===== config.mk =====
export PLATFORM = sky130hd
export DESIGN_NAME = packet_fifo
export DESIGN_NICKNAME = d
export VERILOG_FILES = /design/src/rtl/packet_fifo.sv
export SDC_FILE = /design/constraint.sdc
export NUM_CORES = 1
export LEC_CHECK = 0
export BUFFER_PORTS_ARGS = -buffer_cell sky130_fd_sc_hd__buf_2
export CELL_PAD_IN_SITES_DETAIL_PLACEMENT = 1
export CELL_PAD_IN_SITES_GLOBAL_PLACEMENT = 2
export CORE_MARGIN = 5
export CORE_UTILIZATION = 39
export CTS_CLUSTER_DIAMETER = 30
export CTS_CLUSTER_SIZE = 30
export DETAILED_ROUTE_END_ITERATION = 10
export PLACE_DENSITY = 0.8
export REMOVE_ABC_BUFFERS = 1
export SLEW_MARGIN = 20
export SYNTH_ARGS = -nofsm -noshare
export SYNTH_HDL_FRONTEND = slang
export SYNTH_SLANG_ARGS = --single-unit

===== constraint.sdc =====
create_clock -name clk_i -period 4.72 [get_ports clk_i]
set_clock_uncertainty 0.15 [all_clocks]
set_input_delay 1.416 -clock clk_i [delete_from_list [all_inputs] [get_ports clk_i]]
set_output_delay 1.416 -clock clk_i [all_outputs]
set_load 0.01 [all_outputs]

===== src/rtl/packet_fifo.sv =====
// Frame-aware synchronous FIFO: frames are committed on a good end-of-packet and are rewound on drop or overflow.
// Optional drop/overflow statistics counters are enabled by defining PACKET_FIFO_STATS_EN.
module packet_fifo #(
  parameter int DWIDTH             = 8,
  parameter int AWIDTH             = 3,
  parameter int ALMOST_FULL_VALUE  = 6,
  parameter int ALMOST_EMPTY_VALUE = 2
) (
  input  logic              clk_i,
  input  logic              arstn_i,
  input  logic [DWIDTH-1:0] data_i,
  input  logic              wrreq_i,
  input  logic              eop_i,
  input  logic              drop_i,
  input  logic              rdreq_i,
  output logic [DWIDTH-1:0] q_o,
  output logic              eop_o,
  output logic              empty_o,
  output logic              full_o,
  output logic [AWIDTH:0]   usedw_o,
  output logic [AWIDTH:0]   pkt_cnt_o,
  output logic              almost_full_o,
  output logic              almost_empty_o,
  output logic              overflow_o,
  output logic [15:0]       drop_cnt_o,
  output logic [15:0]       ovf_cnt_o
);

  localparam int DEPTH = 2 ** AWIDTH;
  localparam logic [AWIDTH:0] DEPTH_W = (AWIDTH + 1)'(DEPTH);
  localparam logic [AWIDTH:0] AF_LVL  = (AWIDTH + 1)'(ALMOST_FULL_VALUE);
  localparam logic [AWIDTH:0] AE_LVL  = (AWIDTH + 1)'(ALMOST_EMPTY_VALUE);
  localparam logic [AWIDTH:0] PTR_ONE = {{AWIDTH{1'b0}}, 1'b1};

  typedef enum logic [1:0] {
    WR_IDLE,
    WR_FRAME,
    WR_DISCARD
  } wr_state_e;

  wr_state_e state_q, state_d;

  logic [DWIDTH:0] mem [DEPTH];
  logic [AWIDTH:0] wr_ptr, wr_commit, rd_ptr, pkt_cnt;
  logic [AWIDTH:0] total_occ, used_occ;
  logic            full, empty, rd_accept, head_eop;
  logic            write_en, commit, rewind, ovf_evt, overflow_q;

  assign total_occ = wr_ptr - rd_ptr;
  assign used_occ  = wr_commit - rd_ptr;
  assign full      = (total_occ == DEPTH_W);
  assign empty     = (used_occ == '0);
  assign head_eop  = mem[rd_ptr[AWIDTH-1:0]][DWIDTH];
  assign rd_accept = rdreq_i && !empty;

  always_ff @(posedge clk_i or negedge arstn_i) begin
    if (!arstn_i) state_q <= WR_IDLE;
    else          state_q <= state_d;
  end

  // Write-side frame control; a rewind returns wr_ptr to the last committed boundary.
  always_comb begin
    state_d  = state_q;
    write_en = 1'b0;
    commit   = 1'b0;
    rewind   = 1'b0;
    ovf_evt  = 1'b0;
    case (state_q)
      WR_IDLE, WR_FRAME: begin
        if (wrreq_i) begin
          if (!full) begin
            if (!eop_i) begin
              write_en = 1'b1;
              state_d  = WR_FRAME;
            end else if (!drop_i) begin
              write_en = 1'b1;
              commit   = 1'b1;
              state_d  = WR_IDLE;
            end else begin
              rewind  = 1'b1;
              state_d = WR_IDLE;
            end
          end else if (!eop_i) begin
            state_d = WR_DISCARD;
          end else begin
            rewind  = 1'b1;
            ovf_evt = 1'b1;
            state_d = WR_IDLE;
          end
        end
      end
      WR_DISCARD: begin
        if (wrreq_i && eop_i) begin
          rewind  = 1'b1;
          ovf_evt = 1'b1;
          state_d = WR_IDLE;
        end
      end
      default: state_d = WR_IDLE;
    endcase
  end

  always_ff @(posedge clk_i) begin
    if (write_en) mem[wr_ptr[AWIDTH-1:0]] <= {eop_i, data_i};
  end

  always_ff @(posedge clk_i or negedge arstn_i) begin
    if (!arstn_i) begin
      wr_ptr     <= '0;
      wr_commit  <= '0;
      rd_ptr     <= '0;
      pkt_cnt    <= '0;
      overflow_q <= 1'b0;
    end else begin
      if (rewind)        wr_ptr <= wr_commit;
      else if (write_en) wr_ptr <= wr_ptr + PTR_ONE;
      if (commit)    wr_commit <= wr_ptr + PTR_ONE;
      if (rd_accept) rd_ptr    <= rd_ptr + PTR_ONE;
      // A commit and an eop read in the same cycle cancel out.
      case ({commit, rd_accept && head_eop})
        2'b10:   pkt_cnt <= pkt_cnt + PTR_ONE;
        2'b01:   pkt_cnt <= pkt_cnt - PTR_ONE;
        default: pkt_cnt <= pkt_cnt;
      endcase
      overflow_q <= ovf_evt;
    end
  end

  assign {eop_o, q_o}   = empty ? '0 : mem[rd_ptr[AWIDTH-1:0]];
  assign empty_o        = empty;
  assign full_o         = full;
  assign usedw_o        = used_occ;
  assign pkt_cnt_o      = pkt_cnt;
  assign almost_full_o  = (total_occ >= AF_LVL);
  assign almost_empty_o = (used_occ < AE_LVL);
  assign overflow_o     = overflow_q;

`ifdef PACKET_FIFO_STATS_EN
  logic        drop_evt;
  logic [15:0] drop_cnt, ovf_cnt;

  // Every rewind is either a requested drop or an overflow discard.
  assign drop_evt = rewind && !ovf_evt;

  always_ff @(posedge clk_i or negedge arstn_i) begin
    if (!arstn_i) begin
      drop_cnt <= '0;
      ovf_cnt  <= '0;
    end else begin
      if (drop_evt && (drop_cnt != 16'hFFFF)) drop_cnt <= drop_cnt + 16'd1;
      if (ovf_evt && (ovf_cnt != 16'hFFFF))   ovf_cnt  <= ovf_cnt + 16'd1;
    end
  end

  assign drop_cnt_o = drop_cnt;
  assign ovf_cnt_o  = ovf_cnt;
`else
  assign drop_cnt_o = '0;
  assign ovf_cnt_o  = '0;
`endif

endmodule


==> results of run 1 <==
[state kept, by name (all words and copies together) (netlist names)]
register    count
mem            72
pkt_cnt_o       4
rd_ptr          4
wr_commit       4
wr_ptr          4
state_q         2
overflow_o      1
[cell families (layout without fill, tap and decap cells)]
group / after synthesis / after routing / share of synthesized area (%)
mux: 25 / 25 / 10.9
simple gates: 67 / 67 / 8.19
compound gates: 41 / 41 / 5.72
flops: 91 / 91 / 60.0
xor+xnor: 13 / 13 / 2.59
other cells: 1 / 32 / 0.0853
fa+ha+maj: 14 / 14 / 4.50
buf+inv: 61 / 81 / 8.02
[cell type report]
type | count | area [um^2] | area share [%]
repair buffers | 47 | 265 | 5.32
clock inverters | 7 | 65.1 | 1.30
inverters | 18 | 67.6 | 1.35
clock buffers | 9 | 225 | 4.52
well taps | 140 | 175 | 3.51
multi-input cells | 192 | 1550 | 31.1
flip-flops and latches | 91 | 2640 | 52.9
[layer usage]
layer,vias up,track usage [%]
met5,-,0
met4,0,4.18
met3,12,2.80
met2,58,24.3
met1,1280,19.0
li1,1186,-
[critical path, delay by kind of cell, from the launching register on]
family        cells  cell delay, ns
buf+inv           4            0.48
fa+ha+maj         2            0.57
flops             1            0.51
simple gates      2            0.46
xor+xnor          1            0.19
[per-stage QoR]
stage | worst slack (ns) | instances | total power (W) | cell area (um^2) | utilization, %
CTS | 0.519 | 504 | 0.00366 | 4980 | 45.6
global placement | 0.945 | 488 | 0.00289 | 4690 | 42.9
floorplan | 0.0265 | 301 | 0.00231 | 4230 | -
finish | 0.610 | 504 | 0.00358 | 4990 | 45.6
detailed placement | 0.883 | 488 | 0.00296 | 4690 | 42.9
global route | 0.352 | 504 | 0.00388 | 4990 | 45.6
[where the power goes]
part | internal (W) | switching (W)
Sequential | 0.00104 | 0.000134
Clock | 0.000370 | 0.000312
Combinational | 0.000741 | 0.000988
[worst max-delay path by stage]
| stage | from | end | slack [ns] | cells past startpoint |
|---|---|---|---|---|
| 6_report | wr_ptr[0] | full_o | 0.61 | 9 |
| 5_1_grt | rd_ptr[2] | q_o[7] | 0.35 | 8 |
| 2_1_floorplan | rd_ptr[0] | eop_o | 0.03 | 6 |
| 3_5_place_dp | wr_ptr[0] | pkt_cnt_o[3] | 0.88 | 17 |
| 4_1_cts | rd_ptr[2] | q_o[7] | 0.52 | 8 |
| 3_3_place_gp | rd_ptr[2] | q_o[7] | 0.95 | 8 |
[cells in the final DEF, fill, tap and decap left out, drive strengths merged, types with 3 or more instances in the layout]
cell	instances
clkbuf	9
edfxtp	72
nand3	5
a21o	3
mux2	4
nor4	3
mux4	18
nor2	6
nand2	27
buf	47
a21oi	18
dfrtp	19
ha	11
and2	3
fa	3
o21ai	10
or4	3
a31oi	4
xnor2	7
nor3	5
or3	3
inv	23
mux2i	3
conb	32
xor2	6
==> flow_metrics.py, run 1 <==
metrics = {
    "drt": {
        "firstDrtPassIters": 4,
        "num_vias": 2536,
        "wl_met1_um": 3980,
        "drc": 0,
        "met2_wirelength_um": 4530,
        "vias_per_cell": 5.03,
        "dr.first_iter.drc_count": 94,
        "avgRoutedWirePerCell_um": 18.0,
        "final_antenna_net_count": 0,
        "drt-total-wl_um": 9050,
        "highest_layer": "met4",
        "wl_met3_um": 433,
    },
    "worst_setup_path": {
        "rr_startpoint": "wr_ptr[0]",
        "cp-start-kind": "flop",
        "path_cells": "inv_1, ha_1, inv_1, fa_1, xor2_1, nor3b_1, nand3_1, inv_1, buf_2",
        "arrival_ns": 2.54,
        "cp_slowest_cell": "dfrtp_1",
        "cp_max_fo": 10,
        "criticalPathCategory": "flop to primary output",
        "reg2reg_to": "pkt_cnt_o[3]",
        "crit_required_ns": 3.15,
        "timing.critical_path.to_type": "primary output",
        "slowest_delay_ns": 0.51,
        "rr_worst_depth": 17,
        "cpMostUsedCell": "inv_1",
        "worst-r2r-setup-slack_ns": 0.90,
    },
    "synth": {
        "synth-main-ff-cell": "edfxtp_1",
        "synth.avg_cell_area_um2": 14.1,
        "synth-edff-count": 72,
        "yosysMostFrequentCell": "edfxtp_1",
        "yosys_warnings": 0,
        "seq_area_frac_synth_pct": 60.0,
        "synth.top_cell.area_share_pct": 49.2,
        "ys_types": 44,
        "synth_area_leaders": "edfxtp_1 (49%), dfrtp_1 (11%), mux4_2 (9.2%)",
        "synthCells": 313,
        "synth_top_area_cell": "edfxtp_1",
        "synth_area_mm2": 0.00440,
        "synth-seq-cells": 91,
        "synth_common_cells": "edfxtp_1 (72), buf_4 (32), nand2_1 (27), dfrtp_1 (19)",
        "synth_async_sr_flop_share_pct": 20.9,
    },
    "power_and_ir_drop": {
        "leakage_nw": 1.93,
        "power_density_mw_per_mm2": 719,
        "ir_drop_uv": 334,
    },
    "worst_hold_path": {
        "worstHoldPathType": "flop to flop",
        "hold_depth": 1,
        "min_to": "pkt_cnt_o[3]",
        "hold_start": "pkt_cnt_o[3]",
    },
    "timing": {
        "slew_viol_final": 0,
        "rsz0062_at_grt": "false",
        "worst_pin_slew_ns": 0.663,
        "finalSetupTns_ns": 0,
        "period_needed_ns": 4.11,
        "hold_viol": 0,
        "slew_headroom_pct": 55.8,
        "setup_violations": 0,
        "max_freq_mhz": 243,
        "layout_worst_path_cycle_share_pct": 87.1,
        "fin_hold_ws_ns": 0.333,
    },
    "final_layout": {
        "synthToLayoutAreaGrowth_pct": 13.4,
        "nets": 387,
        "final_layout_size_suffix_gt1_share_pct": 27.7,
        "antennaDiodeCount": 0,
        "nFillCells": 1156,
    },
    "clocking": {
        "clkSlewWorstSetupHoldPaths_ns": 0.07,
        "cts_root_buf": "clkbuf_16",
        "clock_sinks": 91,
        "clkLatencyLatePin_ns": 0.34,
        "post-cts-setup-buffers": 0,
        "cts-htree-levels": 3,
        "cts_buffers": 9,
        "cts_tree": "done",
        "cts_resized": 0,
        "clockBufferDepth": 2,
        "cts_hold_buffers": 0,
    },
    "die": {
        "dieArea_mm2": 0.0135,
        "start_util_pct": 40.2,
        "die_h_um": 116,
        "rows": 38,
        "io-pin-count": 68,
        "die_w_um": 116,
        "core-area_mm2": 0.0109,
    },
    "grt": {
        "gr-usage-all-layers_pct": 14.4,
        "antenna_found_initial": 0,
        "grt_max_degree": 23,
        "grt_pass1_wl_um": 14600,
        "grt_pass1_vias": 2711,
        "grt-ovfl-total": 0,
    },
    "place": {
        "dp_hpwl_um": 6410,
        "port_buffers": 35,
        "gp_congestion": 0.764,
    },
    "run": {
        "drv_cap": 0,
    },
    "run_status": {
        "status": "complete, no violations",
    },
}
No activity file was read; power rests on OpenSTA's default activity.
==> run 2: changes to the inputs <==
Settings changed: CELL_PAD_IN_SITES_DETAIL_PLACEMENT 1 to default, CELL_PAD_IN_SITES_GLOBAL_PLACEMENT 2 to default, CORE_UTILIZATION 39 to 40, PLACE_DENSITY 0.8 to 0.61, REMOVE_ABC_BUFFERS 1 to default.
==> flow_metrics.py, run 2 (synthesis gave the netlist of run 1 again) <==
metrics = {
    "run_status": {
        "status": "complete, no violations",
    },
    "die": {
        "rows": 38,
        "dieArea_mm2": 0.0132,
        "die_h_um": 115,
        "die_w_um": 115,
        "start_util_pct": 40.7,
        "io-pin-count": 68,
        "core-area_mm2": 0.0108,
    },
    "power_and_ir_drop": {
        "p_int_w": 0.00198,
        "power_density_mw_per_mm2": 692,
        "clkPwrFrac_pct": 14.9,
        "combinationalPowerShare_pct": 50.7,
        "leakage_nw": 1.89,
        "ir_drop_uv": 230,
        "power.switching_w": 0.00141,
        "power_frac_seq_pct": 34.4,
        "swShare_pct": 41.5,
    },
    "timing": {
        "hold_viol": 0,
        "setup_violations": 0,
        "worst_pin_slew_ns": 0.768,
        "fin_ws_ns": 0.639,
        "max_freq_mhz": 245,
        "period_needed_ns": 4.08,
        "finalSetupTns_ns": 0,
        "layout_worst_path_cycle_share_pct": 86.5,
        "slew_headroom_pct": 48.5,
        "rsz0062_at_grt": "false",
        "slew_viol_final": 0,
        "fin_hold_ws_ns": 0.341,
    },
    "drt": {
        "dr.first_iter.drc_count": 154,
        "firstDrtPassIters": 4,
        "num_vias": 2558,
        "drt-total-wl_um": 8680,
        "vias_per_cell": 5.07,
        "final_antenna_net_count": 0,
        "avgRoutedWirePerCell_um": 17.2,
        "drc": 0,
    },
    "place": {
        "gp_congestion": 0.754,
        "dp_hpwl_um": 5840,
        "pre_cts_ws_ns": 0.847,
        "port_buffers": 35,
    },
    "worst_setup_path": {
        "cp-start-kind": "flop",
        "cpMostUsedCell": "inv_1",
        "cp_slowest_cell": "dfrtp_1",
        "worst-r2r-setup-slack_ns": 0.90,
        "arrival_ns": 2.51,
        "cp_max_fo": 10,
        "timing.critical_path.to_type": "primary output",
        "reg2reg_to": "pkt_cnt_o[3]",
        "crit_required_ns": 3.15,
        "criticalPathCategory": "flop to primary output",
        "slowest_delay_ns": 0.52,
        "rr_startpoint": "wr_ptr[0]",
        "path_cells": "inv_1, ha_1, inv_1, fa_1, xor2_1, nor3b_1, nand3_1, inv_1, buf_2",
        "rr_worst_depth": 17,
    },
    "final_layout": {
        "antennaDiodeCount": 0,
        "largest_register_ffs": 72,
        "layout_commonest_cell": "edfxtp_1",
        "seq_area_mm2": 0.00264,
        "synthToLayoutAreaGrowth_pct": 11.3,
        "final_cell_mix": "edfxtp_1 (72), buf_2 (35), conb_1 (32)",
        "final_layout_size_suffix_gt1_share_pct": 27.7,
        "nets": 388,
        "nFillCells": 984,
        "multi_input_area_mm2": 0.00155,
    },
    "clocking": {
        "cts_root_buf": "clkbuf_8",
        "clock_sinks": 91,
        "clkLatencyLatePin_ns": 0.36,
        "cts_hold_buffers": 0,
        "clkSlewWorstSetupHoldPaths_ns": 0.09,
        "post-cts-setup-buffers": 0,
        "clockBufferDepth": 2,
        "cts_buffers": 9,
        "cts-htree-levels": 3,
        "cts_tree": "done",
        "cts_resized": 0,
    },
    "grt": {
        "gr-usage-all-layers_pct": 13.3,
        "antenna_found_initial": 0,
        "grt_pass1_vias": 2522,
        "grt_max_degree": 23,
        "grt_pass1_wl_um": 13200,
        "grt-ovfl-total": 0,
    },
    "run": {
        "drv_cap": 0,
    },
    "worst_hold_path": {
        "hold_start": "pkt_cnt_o[3]",
        "min_to": "pkt_cnt_o[3]",
        "hold_depth": 1,
        "worstHoldPathType": "flop to flop",
    },
}
==> run 2: area by class of cell <==
| cell class | count | area share, % |
|---|---|---|
| clock buffer | 9 | 2.53 |
| clock inverter | 7 | 1.41 |
| inverter | 18 | 1.38 |
| multi-input combinational | 192 | 31.6 |
| sequential | 91 | 53.9 |
| tap | 140 | 3.58 |
| timing repair buffer | 48 | 5.57 |
==> run 2: critical path: cells and delay by family, from the launching register on <==
family,cells,cell delay (ns)
fa+ha+maj,2,0.56
xor+xnor,1,0.19
flops,1,0.52
simple gates,2,0.42
buf+inv,4,0.48
==> run 2: worst max-delay path by stage <==
stage | start | endpoint | slack (ns) | cells past startpoint
after floorplan | rd_ptr[1] | q_o[0] | 0.72 | 9
after global placement | wr_ptr[0] | pkt_cnt_o[3] | 0.98 | 17
after detailed placement | wr_ptr[0] | pkt_cnt_o[3] | 0.85 | 17
after CTS | rd_ptr[1] | q_o[4] | 0.60 | 8
after global routing | wr_ptr[0] | full_o | 0.47 | 9
final | wr_ptr[0] | full_o | 0.64 | 9
==> run 2: layer usage <==
layer / share of wire (%) / global-route usage [%] / vias up
met1: 43 / 17.4 / 1281
met3: 6.2 / 2.05 / 13
met4: 1.2 / 4.69 / 0
li1: - / - / 1185
met2: 49 / 22.5 / 79
met5: 0 / 0 / -
==> run 2: power by group through the flow <==
| stage | combinational, W | sequential (W) | clock (W) |
|---|---|---|---|
| global placement | 0.00171 | 0.00117 | 0 |
| finish | 0.00172 | 0.00116 | 0.000505 |
| detailed placement | 0.00174 | 0.00118 | 0 |
| global route | 0.00190 | 0.00118 | 0.000551 |
| floorplan | 0.00123 | 0.00113 | 0 |
| CTS | 0.00175 | 0.00116 | 0.000521 |
==> run 2: through the flow <==
stage	cell area (um^2)	util (%)	instances	power (W)
floorplan	4510	-	344	0.00237
global placement	4700	43.6	489	0.00288
detailed placement	4700	43.6	489	0.00293
CTS	4890	45.4	505	0.00344
global route	4890	45.4	505	0.00364
finish	4890	45.4	505	0.00339
==> run 3: changes to the inputs <==
Settings changed: ABC_AREA from default to 1, PLACE_DENSITY 0.61 to 0.6.
==> flow_metrics.py, run 3 <==
metrics = {
    "timing": {
        "setup_violations": 0,
        "rsz0062_at_grt": "false",
        "layout_worst_path_cycle_share_pct": 87.4,
        "hold_viol": 0,
        "slew_headroom_pct": 40.9,
        "fin_hold_ws_ns": 0.319,
        "max_freq_mhz": 242,
        "finalSetupTns_ns": 0,
        "period_needed_ns": 4.13,
        "slew_viol_final": 0,
        "worst_pin_slew_ns": 0.883,
    },
    "final_layout": {
        "layout_commonest_cell": "nand2_1",
        "final_cell_mix": "nand2_1 (97), edfxtp_1 (72), buf_2 (35)",
        "final_layout_size_suffix_gt1_share_pct": 16.4,
        "antennaDiodeCount": 0,
        "nets": 493,
        "fin_cells": 610,
        "largest_register_ffs": 72,
        "synthToLayoutAreaGrowth_pct": 11.8,
        "stdcell_area_mm2": 0.00506,
    },
    "worst_setup_path": {
        "cp-start-kind": "flop",
        "cp_slowest_cell": "buf_4",
        "arrival_ns": 2.56,
        "worst-r2r-setup-slack_ns": 0.94,
        "slowest_delay_ns": 0.41,
        "timing.critical_path.to_type": "primary output",
        "path_cells": "buf_4, ha_1, inv_1, fa_1, nor2_1, nor2_1, nor2_1, nand3_4, inv_1, buf_2",
        "cp_max_fo": 41,
        "cpMostUsedCell": "nor2_1",
        "crit_required_ns": 3.15,
        "criticalPathCategory": "flop to primary output",
    },
    "clocking": {
        "cts-htree-levels": 3,
        "cts_tree": "done",
        "post-cts-setup-buffers": 0,
        "cts_root_buf": "clkbuf_16",
        "clkLatencyLatePin_ns": 0.34,
        "clkSlewWorstSetupHoldPaths_ns": 0.06,
        "clockBufferDepth": 2,
        "clock_sinks": 91,
        "cts_hold_buffers": 0,
        "cts_resized": 0,
        "cts_buffers": 9,
    },
    "synth": {
        "synthMuxAreaShare_pct": 0,
        "synth_top_family_by_area": "simple AND/OR/NAND/NOR gates",
        "synth.top_cell.area_share_pct": 47.7,
        "synth_area_mm2": 0.00453,
        "synth_top_area_cell": "edfxtp_1",
        "synth_area_leaders": "edfxtp_1 (48%), dfrtp_1 (10%), nand2_1 (8.0%)",
        "synth_common_cells": "nand2_1 (97), edfxtp_1 (72), buf_4 (33), inv_1 (32), a21oi_1 (29)",
        "synth_async_sr_flop_share_pct": 20.9,
        "synthCells": 422,
        "synth_compound_area_share_pct": 10.4,
        "yosysMostFrequentCell": "nand2_1",
        "seq_area_frac_synth_pct": 58.2,
        "ys_types": 33,
        "synth_xor_area_share_pct": 1.93,
        "yosys.area_share.simple_pct": 15.4,
        "yosys_warnings": 0,
        "synth_fa_ha_area_share_pct": 4.36,
        "synth-seq-cells": 91,
        "synth-main-ff-cell": "edfxtp_1",
        "synth-edff-count": 72,
        "synth.avg_cell_area_um2": 10.7,
    },
    "grt": {
        "gr-usage-all-layers_pct": 14.8,
        "grt_pass1_wl_um": 15200,
        "antenna_found_initial": 0,
        "grt-ovfl-total": 0,
        "grt_max_degree": 42,
        "grt_pass1_vias": 2957,
    },
    "drt": {
        "num_vias": 3004,
        "firstDrtPassIters": 7,
        "dr.first_iter.drc_count": 166,
        "avgRoutedWirePerCell_um": 15.4,
        "final_antenna_net_count": 0,
        "drt-total-wl_um": 9390,
        "vias_per_cell": 4.92,
        "drc": 0,
    },
    "die": {
        "rows": 38,
        "core-area_mm2": 0.0110,
        "dieArea_mm2": 0.0136,
        "die_h_um": 116,
        "start_util_pct": 41.3,
        "die_w_um": 116,
        "io-pin-count": 68,
    },
    "power_and_ir_drop": {
        "power_density_mw_per_mm2": 726,
        "leakage_nw": 2.16,
        "ir_drop_uv": 278,
        "p_total_w": 0.00368,
    },
    "place": {
        "dp_cells": 594,
        "port_buffers": 35,
        "dp_hpwl_um": 6360,
        "placed_cell_area_mm2": 0.00477,
        "gp_congestion": 0.775,
    },
    "worst_hold_path": {
        "worstHoldPathType": "flop to flop",
    },
    "run_status": {
        "status": "complete, no violations",
    },
    "run": {
        "drv_cap": 0,
    },
}
==> run 3: power by group <==
group          total, W  internal [W]  switching [W]  leakage [nW]
Combinational   0.00184      0.000676        0.00116          1.14
Clock          0.000709      0.000412       0.000296         0.146
Sequential      0.00113       0.00103      0.0000995         0.882
==> run 3: path summary, 6_finish.rpt <==
check                             startpoint           end  cells past startpoint
worst max-delay path               rd_ptr[0]        full_o                     10
worst min-delay path            pkt_cnt_o[3]  pkt_cnt_o[3]                      1
worst max register to register     rd_ptr[0]  pkt_cnt_o[3]                     20
worst min register to register  pkt_cnt_o[3]  pkt_cnt_o[3]                      1
max in group asynchronous            arstn_i     rd_ptr[2]                      1
min in group asynchronous            arstn_i    state_q[1]                      1
==> run 3: critical path: cells and delay by family (launching register included) <==
kind                     cells  cell delay [ns]
buffers and inverters        4             0.67
flip-flops                   1             0.37
AND/OR/NAND/NOR              4             0.58
adder cells (fa/ha/maj)      2             0.61
==> run 3: cells by family (layout without fill, tap and decap cells) <==
logic type | after synthesis | count (layout)
XOR/XNOR | 10 | 10
AO/OA/AOI/OAI | 67 | 67
adder cells (fa/ha/maj) | 14 | 14
buffers and inverters | 80 | 97
other | 1 | 32
AND/OR/NAND/NOR | 159 | 159
flip-flops | 91 | 91
==> run 3: per-stage QoR <==
stage	util (%)	worst slack, ns
3_3_place_gp	43.4	1.02
3_5_place_dp	43.4	0.944
5_1_grt	46.1	0.365
2_1_floorplan	-	1.03
4_1_cts	46.1	0.582
6_report	46.1	0.595
==> run 3: final cells by class <==
type | count | area (um^2)
multi-input combinational | 282 | 1570
tap | 140 | 175
sequential | 91 | 2640
timing repair buffer | 45 | 250
clock buffer | 10 | 229
clock inverter | 6 | 63.8
fill | 1023 | 5920
inverter | 36 | 135
==> run 3: per-layer routing <==
layer	GRT usage, %	up-vias	part of all wire [%]
met5	0	-	0
met4	7.73	0	2.0
met3	1.71	10	4.7
met2	24.9	72	49
met1	18.7	1436	44
li1	-	1486	-
